**config.mk**
```make
export PLATFORM = sky130hd
export DESIGN_NAME = counter_arbiter
export DESIGN_NICKNAME = d
export VERILOG_FILES = /design/src/rtl/counter_arbiter.sv
export SDC_FILE = /design/constraint.sdc
export NUM_CORES = 1
export LEC_CHECK = 0
export BUFFER_PORTS_ARGS = -buffer_cell sky130_fd_sc_hd__clkbuf_2
export CORE_UTILIZATION = 45
export DETAILED_ROUTE_END_ITERATION = 16
export GPL_ROUTABILITY_DRIVEN = 0
export GPL_TIMING_DRIVEN = 1
export PLACE_DENSITY = 0.78
export RECOVER_POWER = 50
export SETUP_SLACK_MARGIN = 0.15
export SYNTH_ARGS = -nofsm -noshare
export SYNTH_HDL_FRONTEND = slang
export SYNTH_SLANG_ARGS = --single-unit
```
**constraint.sdc**
```tcl
create_clock -name clock -period 1.4 [get_ports clock]
set_input_delay 0.14 -clock clock [delete_from_list [all_inputs] [get_ports clock]]
set_output_delay 0.14 -clock clock [all_outputs]
set_load 0.01 [all_outputs]
```
**src/rtl/counter_arbiter.sv**
```systemverilog
// Round-robin arbiter that grants a shared external counter to one of two
// requesters. The owner's counter is cleared, counts up to the owner's
// latched length, and then gets a one-cycle done pulse.
module counter_arbiter #(
  parameter int unsigned WIDTH = 4
) (
  input  logic             clock,
  input  logic             reset,
  input  logic [1:0]       req,
  input  logic [WIDTH-1:0] len0,
  input  logic [WIDTH-1:0] len1,
  input  logic [WIDTH-1:0] counter_out,
  output logic             cnt_reset,
  output logic             cnt_enable,
  output logic [1:0]       grant,
  output logic [1:0]       done,
  output logic             busy
);

  typedef enum logic [1:0] {
    S_IDLE  = 2'd0,
    S_CLEAR = 2'd1,
    S_COUNT = 2'd2,
    S_DONE  = 2'd3
  } state_t;

  state_t           r_state;
  state_t           w_state_nxt;
  logic             r_owner;
  logic             w_owner_nxt;
  logic             r_last;
  logic             w_last_nxt;
  logic [WIDTH-1:0] r_len_q;
  logic [WIDTH-1:0] w_len_nxt;
  logic [1:0]       r_grant;
  logic [1:0]       w_grant_nxt;
  logic [1:0]       r_done;
  logic [1:0]       w_done_nxt;
  logic             r_busy;
  logic             w_busy_nxt;
  logic             r_cnt_reset;
  logic             w_cnt_reset_nxt;

  logic             w_owner_req;
  logic             w_at_len;
  logic             w_pick;

  // Owner still requesting, and counter has hit the latched terminal count
  assign w_owner_req = req[r_owner];
  assign w_at_len    = (counter_out == r_len_q);

  // On a tie the requester not served last wins; a lone request always wins
  assign w_pick = (req == 2'b11) ? ~r_last : req[1];

  // Count enable is combinational so the counter stops exactly at len_q
  assign cnt_enable = (r_state == S_COUNT) && !w_at_len;

  assign grant     = r_grant;
  assign done      = r_done;
  assign busy      = r_busy;
  assign cnt_reset = r_cnt_reset;

  // Next-state, owner, pointer and registered-output decode
  always_comb begin
    w_state_nxt = r_state;
    w_owner_nxt = r_owner;
    w_last_nxt  = r_last;
    w_len_nxt   = r_len_q;

    case (r_state)
      S_IDLE: begin
        if (|req) begin
          w_owner_nxt = w_pick;
          w_len_nxt   = w_pick ? len1 : len0;
          w_state_nxt = S_CLEAR;
        end
      end
      S_CLEAR: begin
        if (!w_owner_req) begin
          w_last_nxt  = r_owner;
          w_state_nxt = S_IDLE;
        end else begin
          w_state_nxt = S_COUNT;
        end
      end
      S_COUNT: begin
        if (!w_owner_req) begin
          w_last_nxt  = r_owner;
          w_state_nxt = S_IDLE;
        end else if (w_at_len) begin
          w_state_nxt = S_DONE;
        end
      end
      S_DONE: begin
        w_last_nxt  = r_owner;
        w_state_nxt = S_IDLE;
      end
      default: begin
        w_state_nxt = S_IDLE;
      end
    endcase

    w_busy_nxt      = (w_state_nxt != S_IDLE);
    w_cnt_reset_nxt = (w_state_nxt == S_CLEAR);
    w_grant_nxt     = (w_state_nxt != S_IDLE) ? {w_owner_nxt, ~w_owner_nxt} : 2'b00;
    w_done_nxt      = (w_state_nxt == S_DONE) ? {w_owner_nxt, ~w_owner_nxt} : 2'b00;
  end

  // State and output registers with synchronous reset
  always_ff @(posedge clock) begin
    if (reset) begin
      r_state     <= S_IDLE;
      r_owner     <= 1'b0;
      r_last      <= 1'b1;
      r_len_q     <= '0;
      r_grant     <= 2'b00;
      r_done      <= 2'b00;
      r_busy      <= 1'b0;
      r_cnt_reset <= 1'b0;
    end else begin
      r_state     <= w_state_nxt;
      r_owner     <= w_owner_nxt;
      r_last      <= w_last_nxt;
      r_len_q     <= w_len_nxt;
      r_grant     <= w_grant_nxt;
      r_done      <= w_done_nxt;
      r_busy      <= w_busy_nxt;
      r_cnt_reset <= w_cnt_reset_nxt;
    end
  end

endmodule

```
==> results_dict.tcl, run 1 <==
set metrics [dict create \
    status "finished, violations left" \
    violations "negative setup slack" \
    fmax_ghz 0.644 \
    synth.net_count 94 \
    layout-drive-gt1-share_pct 60.6 \
    synth_seq_cells 14 \
    core-area_mm2 0.00158 \
    synthCells 73 \
    syn_area_per_cell_um2 11.0 \
    placementRows 14 \
    relSlewSlack_pct 77.5 \
    crit_fanout 2 \
    worstMarginPinSlew_ps 338 \
    routedWlPerCell_um 16.5 \
    yosysWarnings 0 \
    power.density_mw_per_mm2 927 \
    route.antenna.remaining_nets 0 \
    fin_crit_ps 1550 \
    finalMaxSlewViolations 0 \
    dieArea_mm2 0.00195 \
    post-place-ws_ps -79.3 \
    worstPathRequired_ps 1260 \
    worst_slack_ps -154 \
    grt_antenna_before_repair 0 \
    ctsHoldBuffers 0 \
    grt_max_degree 13 \
    cts_sinks 14 \
    cts.root.buffer_cell "clkbuf_4" \
    cp-start-kind "flip-flop" \
    gr-total-overflow 0 \
    grt_first_pass_wirelength_um 3320 \
    setup_viol 4 \
    insertion_delay_ps 270 \
    post-route-period-util_pct 111 \
    vias 683 \
    drt-pass1-iter-count 4 \
    cts_tree "built" \
    leakage_nw 0.487 \
    fp.dieH_um 44.2 \
    grt_use_total_pct 24.0 \
    synth_area_um2 802 \
    final_core_util_pct 76.3 \
    fill_cells 107 \
    vdd_drop_max_uv 641 \
    crit_arrival_ps 1410 \
    rsz0062_at_grt "yes" \
    whs_ps 211 \
    ys_seq_area_share_pct 34.9 \
    skew_ps 4.12 \
    wl_um 2060 \
    place_hpwl_um 1310 \
    drt_iter0_drc 5 \
    clk_pin_slew_worst_paths_ps 90 \
    drv_cap 0 \
    clock_path_buffers 2 \
    cts_htree_levels 1 \
    io_pins 23 \
    syn_to_final_growth_pct 49.9 \
    start_util_pct 50.9 \
    hp-class "input port to flip-flop" \
    post-route-drc-count 0 \
    nets 131 \
    path_class "flip-flop to primary output" \
    fp.dieW_um 44.2 \
    rrSetupSlack_ps -60 \
    cts_buffers 3 \
    grt_pass1_vias 722 \
    hold_viol 0 \
    diodes 0 \
    portBuffers 22 \
    synth.distinct_cells 30 \
    viasPerCell 5.46 \
    end_kind "primary output" \
]
==> sequential cells by signal, indices dropped and copies added (netlist names) <==
name and flops:
done 2, cnt_reset 1, grant 2, busy 1, r_last 1, r_owner 1, r_len_q 4, r_state 2
==> Yosys cell counts <==
master,instances,share of area [%]
o21a_1,1,0.94
o41ai_4,1,3.4
xor2_2,4,8.1
a21boi_2,1,1.4
nor2_1,8,3.7
o31ai_1,1,0.94
a21oi_1,3,1.9
nor3_1,1,0.62
a22oi_1,1,0.94
nand2_1,2,0.94
o32ai_1,1,1.1
ha_1,5,7.8
nand2b_1,2,1.6
a211oi_1,4,3.7
clkbuf_8,1,1.7
inv_1,3,1.4
nor3b_2,1,1.6
a21boi_4,1,2.3
dfxtp_1,14,35
o21ai_0,2,1.2
nor4_2,2,3.1
a21boi_1,1,0.94
nor2b_1,2,1.6
buf_6,1,1.4
o211ai_1,1,0.94
nor3b_4,1,2.3
mux2i_1,5,6.2
o31a_2,1,1.2
a31oi_1,1,0.78
a21oi_2,1,1.1
==> cells in the final DEF, fill, tap and decap left out, types with 2 or more instances in the layout <==
master / n
dfxtp_4: 6
clkbuf_4: 3
clkbuf_2: 16
nor4_2: 2
nor2b_1: 2
dfxtp_1: 7
mux2i_1: 4
xor2_4: 3
nand2b_1: 2
buf_4: 11
ha_1: 2
nand2_1: 2
a21boi_4: 2
clkbuf_1: 6
a211oi_1: 3
nor2_1: 8
a21oi_2: 2
ha_4: 3
==> path summary, 6_finish.rpt <==
path / start / end / depth (start not counted)
max: r_len_q[0] / cnt_enable / 5
min: reset / r_len_q[3] / 2
max reg2reg: r_len_q[1] / done[1] / 5
min reg2reg: r_len_q[1] / r_len_q[1] / 2
==> cell families after synthesis <==
group                    after synthesis  synth area share [%]
flip-flops                            14                  34.9
buffers and inverters                  5                  4.52
multiplexers                           5                  6.24
XOR/XNOR                               4                  8.11
AO/OA/AOI/OAI                         21                  22.9
adder cells (fa/ha/maj)                5                  7.80
AND/OR/NAND/NOR                       19                  15.4
==> timing repair <==
item / in CTS / in global routing
buffers inserted: 4 / 2
setup endpoints to repair: 13 / 14
gates resized for setup: 23 / 7
pin swaps: 12 / 2
==> layout make-up <==
class	count	area (µm²)	share of cell area [%]
inverters	3	18.8	1.56
flip-flops and latches	14	304	25.3
repair buffers	34	196	16.3
clock buffers	4	36.3	3.02
multi-input cells	54	627	52.1
well taps	16	20.0	1.66
==> power breakdown <==
| group | total [W] | switching, W | internal (W) | leakage (nW) |
|---|---|---|---|---|
| Clock | 0.000285 | 0.000127 | 0.000158 | 0.0210 |
| Sequential | 0.000474 | 0.0000394 | 0.000435 | 0.120 |
| Combinational | 0.000356 | 0.000178 | 0.000177 | 0.346 |
| Total | 0.00111 | 0.000345 | 0.000770 | 0.487 |
==> per-stage QoR <==
step	area (µm²)	instances	setup TNS (ps)	power, W
global placement	993	115	-91.8	0.000736
detailed placement	993	115	-203	0.000744
CTS	1160	123	-194	0.00108
global route	1200	125	-595	0.00117
floorplan	843	73	0	0.000658
finish	1200	125	-315	0.00111
==> routing by layer <==
metal,global-route usage (%),vias up,share of wire (%)
met2,39.4,23,51
met1,30.8,322,43
met5,0,-,0
met4,9.70,0,2.1
li1,-,332,-
met3,4.90,6,3.6
==> critical path: stages, from the launching register on <==
cell      delay (ps)
dfxtp_4          370
xor2_4           150
nor4_2           300
buf_4            160
nor2b_1           40
clkbuf_2         120
Power figures use the tool's default switching activity.
==> run 2, diff against run 1 <==
==> constraint.sdc (replaced) <==
create_clock -name clock -period 1.4 [get_ports clock]
set_input_delay 0.14 -clock clock [delete_from_list [all_inputs] [get_ports clock]]
set_output_delay 0.14 -clock clock [all_outputs]
set_load 0.05 [all_outputs]
==> run 2 against run 1 <==
Net effect:
- the run still ends with negative setup slack left
- sequential cell count unchanged
- utilization rose by 7.1 points
- largest power group unchanged
- via count grew 4.4%
- critical endpoint unchanged
- fmax grew 0.34%
- total power up 12%
==> results_dict.tcl, run 2 (synthesized netlist as in run 1, its figures left out) <==
set metrics [dict create \
    status "finished, violations left" \
    violations "negative setup slack" \
    final_common_cell "clkbuf_2" \
    setup_tns_ps -277 \
    crit_fanout 2 \
    stdcell_count 129 \
    rrSetupSlack_ps -50 \
    setup_viol 4 \
    drt-pass1-iter-count 6 \
    clock_path_buffers 2 \
    insertion_delay_ps 290 \
    post-route-period-util_pct 111 \
    grt_antenna_before_repair 0 \
    drv_cap 0 \
    start_util_pct 50.9 \
    worstReg2RegEnd "done[1]" \
    r2r-start "r_len_q[1]" \
    place_hpwl_um 1310 \
    fill_cells 91 \
    largest_register "r_len_q" \
    skew_ps 7.31 \
    grt_max_degree 13 \
    routedWlPerCell_um 18.6 \
    portBuffers 22 \
    post-route-drc-count 0 \
    dieArea_mm2 0.00195 \
    core-area_mm2 0.00158 \
    hold_depth 3 \
    worstMarginPinSlew_ps 598 \
    end_kind "primary output" \
    placementRows 14 \
    cts_sinks 14 \
    critPathLaunch "r_len_q[0]" \
    dp.cells 117 \
    cp-start-kind "flip-flop" \
    layout-drive-gt1-share_pct 66.4 \
    nets 135 \
    rsz0062_at_grt "yes" \
    layout_common_cells "clkbuf_2, buf_4, nor2_1, dfxtp_1, clkbuf_1" \
    wl_um 2400 \
    final_core_util_pct 83.3 \
    power.density_mw_per_mm2 948 \
    largest_register_ffs 4 \
    path_class "flip-flop to primary output" \
    total_power_w 0.00125 \
    vdd_drop_max_uv 579 \
    worstPathRequired_ps 1260 \
    crit_end "cnt_enable" \
    grt_first_pass_wirelength_um 3390 \
    route.antenna.remaining_nets 0 \
    vias 713 \
    cts_tree "built" \
    cts.root.buffer_cell "clkbuf_4" \
    finalMaxSlewViolations 0 \
    fmax_ghz 0.646 \
    diodes 0 \
    fp.dieH_um 44.2 \
    cts_buffers 3 \
    fin_crit_ps 1550 \
    crit_arrival_ps 1410 \
    cts_htree_levels 1 \
    hp-class "input port to flip-flop" \
    syn_to_final_growth_pct 63.8 \
    worst_slack_ps -148 \
    hold_viol 0 \
    clk_pin_slew_worst_paths_ps 90 \
    post-place-ws_ps 4.26 \
    relSlewSlack_pct 60.3 \
    io_pins 23 \
    gr-total-overflow 0 \
    r2r_cells 5 \
    drt_iter0_drc 17 \
    grt_use_total_pct 24.1 \
    viasPerCell 5.53 \
    ctsHoldBuffers 0 \
    grt_pass1_vias 723 \
    fp.dieW_um 44.2 \
    leakage_nw 0.524 \
]
[run 2: through the flow]
stage,hold WS [ps],area [µm²]
CTS,169,1200
global route,166,1310
finish,162,1310
floorplan,221,842
detailed placement,479,1010
global placement,464,1010
[run 2: routing by layer]
layer,routed length (µm),GRT usage [%]
met1,1110,29.9
met2,1200,41.8
met4,24,7.27
met3,59,4.90
met5,0,0
[run 2: report_power, final]
group	internal (W)	switching, W	total, W
clock network	0.000159	0.000143	0.000301
logic	0.000213	0.000260	0.000472
registers	0.000436	0.0000365	0.000472
total	0.000807	0.000439	0.00125
[run 2: worst min path at each step]
stage | startpoint | endpoint
floorplan | reset | r_owner
detailed placement | len0[3] | r_len_q[3]
CTS | len0[3] | r_len_q[3]
global placement | len0[0] | r_len_q[0]
global route | len0[3] | r_len_q[3]
finish | len0[3] | r_len_q[3]
[run 2: area by class of cell]
| class | instances | area [µm²] | share of cell area [%] |
|---|---|---|---|
| flip-flops and latches | 14 | 302 | 23.0 |
| well taps | 16 | 20.0 | 1.52 |
| multi-input cells | 54 | 693 | 52.8 |
| clock buffers | 4 | 36.3 | 2.76 |
| repair buffers | 38 | 244 | 18.6 |
| inverters | 3 | 18.8 | 1.43 |
[run 2: what timing repair did]
action,in CTS,in global routing
setup endpoints to repair,13,15
hold endpoints to repair,0,0
gates resized for setup,27,19
pin swaps,11,8
setup buffers,4,4
[run 2: worst max-delay path: stages, from the launching register on]
cell	delay, ps
dfxtp_4	370
xor2_4	160
nor4_4	340
nor2b_2	90
buf_8	160
